--- src/rtl/mc_id_cfg_ctrl.sv ---
// Collects NUM_MC ID words over valid/ready, then strobes them to all MCs at once; o_done NUM_MC+2 cycles after the first word (+1 with MC_ID_VERIFY_EN).
// o_cfg_ready is decoded from state only; i_cfg_valid low stalls LOAD indefinitely. MC_ID_VERIFY_EN adds a readback compare cycle.
module mc_id_cfg_ctrl #(
   parameter int ID_BITWIDTH  = 4,
   parameter int NUM_MC       = 12,
   parameter int IDX_BITWIDTH = 8
) (
   input  logic                          i_clk,
   input  logic                          i_rst_n,
   input  logic                          i_start,
   input  logic                          i_abort,
   input  logic [ID_BITWIDTH-1:0]        i_cfg_data,
   input  logic                          i_cfg_valid,
   output logic                          o_cfg_ready,
   output logic [NUM_MC*ID_BITWIDTH-1:0] o_id,
   output logic [NUM_MC-1:0]             o_id_valid,
   input  logic [NUM_MC*ID_BITWIDTH-1:0] i_cur_id,
   output logic                          o_busy,
   output logic                          o_done,
   output logic                          o_err
);

   localparam int W = NUM_MC * ID_BITWIDTH;
   localparam logic [IDX_BITWIDTH-1:0] LAST_IDX = IDX_BITWIDTH'(NUM_MC - 1);

   typedef enum logic [2:0] {
      S_IDLE,
      S_LOAD,
      S_COMMIT,
      S_DONE
`ifdef MC_ID_VERIFY_EN
      , S_VERIFY
`endif
   } state_t;

   state_t                  state_q, state_d;
   logic [IDX_BITWIDTH-1:0] idx_q, idx_d;
   logic [W-1:0]            shadow_q, shadow_d;
   logic                    wr;

`ifdef MC_ID_VERIFY_EN
   logic err_q, err_d;
`else
   logic unused_cur_id;
   assign unused_cur_id = ^i_cur_id;
`endif

   assign wr = (state_q == S_LOAD) && i_cfg_valid;

   always_comb begin
      state_d  = state_q;
      idx_d    = idx_q;
      shadow_d = shadow_q;
`ifdef MC_ID_VERIFY_EN
      err_d    = err_q;
`endif
      case (state_q)
         S_IDLE: begin
            if (i_start) begin
               state_d = S_LOAD;
               idx_d   = '0;
`ifdef MC_ID_VERIFY_EN
               err_d   = 1'b0;
`endif
            end
         end
         S_LOAD: begin
            if (wr) idx_d = idx_q + IDX_BITWIDTH'(1);
            // abort still lets a same-cycle word land in the shadow, but never commits
            if (i_abort)                       state_d = S_IDLE;
            else if (wr && idx_q == LAST_IDX)  state_d = S_COMMIT;
         end
         S_COMMIT: begin
            if (i_abort) state_d = S_IDLE;
`ifdef MC_ID_VERIFY_EN
            else         state_d = S_VERIFY;
`else
            else         state_d = S_DONE;
`endif
         end
`ifdef MC_ID_VERIFY_EN
         S_VERIFY: begin
            if (i_cur_id != shadow_q) err_d = 1'b1;
            state_d = S_DONE;
         end
`endif
         S_DONE:  state_d = S_IDLE;
         default: state_d = S_IDLE;
      endcase
      for (int k = 0; k < NUM_MC; k++) begin
         if (wr && idx_q == IDX_BITWIDTH'(k)) shadow_d[k*ID_BITWIDTH +: ID_BITWIDTH] = i_cfg_data;
      end
   end

   always_ff @(posedge i_clk or negedge i_rst_n) begin
      if (!i_rst_n) begin
         state_q  <= S_IDLE;
         idx_q    <= '0;
         shadow_q <= '0;
      end else begin
         state_q  <= state_d;
         idx_q    <= idx_d;
         shadow_q <= shadow_d;
      end
   end

`ifdef MC_ID_VERIFY_EN
   always_ff @(posedge i_clk or negedge i_rst_n) begin
      if (!i_rst_n) err_q <= 1'b0;
      else          err_q <= err_d;
   end
   assign o_err = err_q;
`else
   assign o_err = 1'b0;
`endif

   // strobe is a pure state decode, so async reset drops it without a glitch
   assign o_cfg_ready = (state_q == S_LOAD);
   assign o_id_valid  = {NUM_MC{state_q == S_COMMIT}};
   assign o_id        = shadow_q;
   assign o_busy      = (state_q != S_IDLE);
   assign o_done      = (state_q == S_DONE);

endmodule
--- config.mk ---
export PLATFORM = sky130hd
export DESIGN_NAME = mc_id_cfg_ctrl
export DESIGN_NICKNAME = d
export VERILOG_FILES = /design/src/rtl/mc_id_cfg_ctrl.sv
export SDC_FILE = /design/constraint.sdc
export NUM_CORES = 1
export LEC_CHECK = 0
export ABC_AREA = 1
export ABC_CLOCK_PERIOD_IN_PS = 1300
export CORE_MARGIN = 1.5
export CORE_UTILIZATION = 25
export CTS_CLUSTER_SIZE = 16
export DETAILED_ROUTE_END_ITERATION = 7
export GPL_TIMING_DRIVEN = 0
export PLACE_DENSITY = 0.52
export SYNTH_ARGS = -nofsm -noshare
export SYNTH_HDL_FRONTEND = slang
export SYNTH_SLANG_ARGS = --single-unit
--- constraint.sdc ---
create_clock -name i_clk -period 1.3 [get_ports i_clk]
set_clock_uncertainty 0.05 [all_clocks]
set_input_delay 0.26 -clock i_clk [delete_from_list [all_inputs] [get_ports i_clk]]
set_output_delay 0.26 -clock i_clk [all_outputs]
set_load 0.01 [all_outputs]
==> results.md <==
- Synth warnings: 0
- RR Endpoint: o_id[41]
- CP peak stage delay: 0.40 ns
- Hpwl dp: 5190 um
- Buf/Inv on CP: 5
- Worst slack at placement: -0.566 ns
- Clk sinks: 58
- Area Overhead vs Synth: 66.8%
- Remaining antenna violation count: 0
- Initial antenna violation count: 0
- Maxcap violations: 0
- Util after Layout: 43.0%
- Share of cells above drive strength 1: 35.8%
- Max clock buf depth: 2
- CP top delay family: buffers and inverters
- Final Hold Vio Count: 0
- I/O pin cnt: 121
- Die Footprint: 11,900 sq um
- Total Nets Final: 515
- Clock-pin transition on the worst setup and hold timing paths: 0.05 ns
- Met3 routed WL: 304 um
- Reg2reg path depth: 9
- Core ar.: 10,900 sq um
- H-tree depth: 3
- Routability cong.: 0.743
- Die X: 109 um
- Final worst path period share: 126%
- Antenna Cells: 0
- Top Layer Used: met4
- Critical Path Sink: o_id_valid[4]
- First-pass DRT Iterations: 4
- DR WL/cell: 13.2 um
- FF+latch count, synth: 58
- Setup violators final: 73
- Slew Limit Fails: 0
- Syn Inst Count: 335
- Critical Path Start: state_q[1]
- Worst-path fanout max: 4
- Crit path cell chain: inv_4, nor2_4, buf_6, buf_6, buf_6, buf_6
- Grt ovf: 0
- Max-slew headroom: 61.0%
- Worst Hold Class: flop to flop
- Worst-Skew Late Latency: 0.32 ns
- Filler cells: 1,067
- Mean Syn Cell Area: 8.42 sq um
- Clock root cell: clkbuf_16
- Final setup margin: -0.337 ns
- Initial drt markers: 109
- TritonCTS clock tree: built
- Worst-Margin Slew: 0.585 ns
- Cell variety after synth: 22
- Number of stages on the worst setup path: 6
- Peak VDD IR: 779 uV
- I/O Buffers: 71
- Residual DRC: 0
- Largest net degree at the start of global routing: 35
- Crit path time final: 1.64 ns
- Die Y: 109 um
- Total CTS buffers: 9
- Wire length on met1: 3440 um
- Failing checks: setup timing
- Std cell rows: 38
- Worst Path Required: 0.99 ns
- Crit path kind: flop to output port
- Worst setup SP type: flop
- Routed wire length: 7880 um
- Power density over the cells: 1860 nW/um^2
- RSZ-0062 raised after global routing: yes
- Seq/Total Area, Yosys: 51.4%
- Crit path capture type: output port
- Leakage: 2.44 nW
- Status: finished, violations left
- Global-route wire length before repair: 12,900 um
- All-Layer GR Usage: 14.2%
- Vias per std cell: 4.27
- Metal2 WL: 4010 um
- Worst path slowest cell: dfrtp_1
- Via count: 2,551
- Syn Std Cell Area: 2820 sq um
- Achievable Freq: 611 MHz
- Crit path arrival time: 1.33 ns
- Initial Util: 25.8%
- Reg-to-reg startpoint: state_q[0]
- Flop2flop setup slack: -0.28 ns
- Post-Syn Nets: 396
- Vias in the first global route: 2,546
- CP most frequent cell: buf_6
[registers in the layout, summed over array words and instances (netlist names)]
name	count
idx_q	8
state_q	2
o_id	48
[cells in the final DEF, fill, tap and decap left out, types with 8 or more instances in the layout]
cell	instances
nor2_1	9
inv_1	9
buf_6	40
nand2_4	14
clkdlybuf4s15_1	42
nand3_1	20
nand2_1	135
dfrtp_1	55
buf_4	21
clkbuf_16	9
nand3_2	14
nor2_4	8
[synth_stat cells, drive strengths merged]
cell type	n	share of area, %
ha	4	1.8
nor3	3	1.3
nand3	36	6.8
o21ai	5	0.89
buf	24	6.7
inv	21	2.8
nand4	5	1.6
nor2	19	3.4
nand2	154	22
a21oi	5	0.89
conb	1	0.13
dfrtp	58	51
[cell type report]
type | count | area (sq um) | area share, %
plain buffers | 21 | 204 | 4.33
clock buffers | 13 | 270 | 5.74
clock inverters | 2 | 35.0 | 0.744
inverters | 21 | 98.8 | 2.10
multi-input cells | 233 | 1330 | 28.2
flip-flops and latches | 58 | 1460 | 30.9
well taps | 140 | 175 | 3.72
repair buffers | 110 | 1140 | 24.2
[layer usage]
| layer | track usage, % | vias up |
|---|---|---|
| met2 | 23.7 | 38 |
| met4 | 5.75 | 0 |
| met3 | 3.29 | 11 |
| met1 | 17.8 | 1229 |
| met5 | 0 | - |
| li1 | - | 1273 |
[cell families after synthesis]
| family | Yosys count | share of synthesized area [%] |
|---|---|---|
| other | 1 | 0.133 |
| AO/OA/AOI/OAI | 10 | 1.77 |
| buffers and inverters | 45 | 9.49 |
| flip-flops | 58 | 51.4 |
| AND/OR/NAND/NOR | 217 | 35.4 |
| adder cells (fa/ha/maj) | 4 | 1.77 |
[worst min path at each step]
| stage | from | slack (ns) | end | cells past startpoint |
|---|---|---|---|---|
| floorplan | i_rst_n | -0.09 | idx_q[0] | 0 |
| global placement | o_id[27] | 0.41 | o_id[27] | 2 |
| detailed placement | i_rst_n | 0.24 | o_id[8] | 1 |
| CTS | o_id[19] | 0.42 | o_id[19] | 2 |
| global route | o_id[18] | 0.43 | o_id[18] | 2 |
| finish | o_id[19] | 0.42 | o_id[19] | 2 |
[metrics by stage]
step           setup TNS (ns)  hold slack, ns  power [mW]  instance area [sq um]  instances
6_report               -15.68           0.417        8.75                   4710        598
4_1_cts                -15.71           0.416        8.66                   4660        596
3_3_place_gp          -140.04           0.407        5.31                   3710        546
3_5_place_dp           -24.57           0.243        5.35                   3720        547
2_1_floorplan          -0.153         -0.0856        3.90                   2820        335
5_1_grt                -21.94           0.431        9.25                   4710        598
[report_power, final]
part,total (mW),internal [mW],switching (mW)
Combinational,3.75,1.99,1.76
Clock,2.42,1.63,0.800
Sequential,2.58,2.24,0.340
Total,8.75,5.86,2.90
[worst register-to-register path, stage by stage, from the launching register on]
cell	delay, ns
dfrtp_2	0.46
buf_4	0.16
buf_6	0.11
nand3_4	0.11
inv_6	0.06
nand2_4	0.07
inv_4	0.05
bufbuf_16	0.26
nand3_2	0.07
nand2_1	0.05
[what timing repair did]
action                                 4_1_cts  5_1_grt
hold buffers                                 1        0
setup buffers                               29        3
gates resized for setup                    240       35
cloned                                       6        0
endpoints found under the hold margin       24        0
setup endpoints to repair                  121       92
pin swaps                                   27        4
Note: power is estimated with default switching activity, not from simulation.
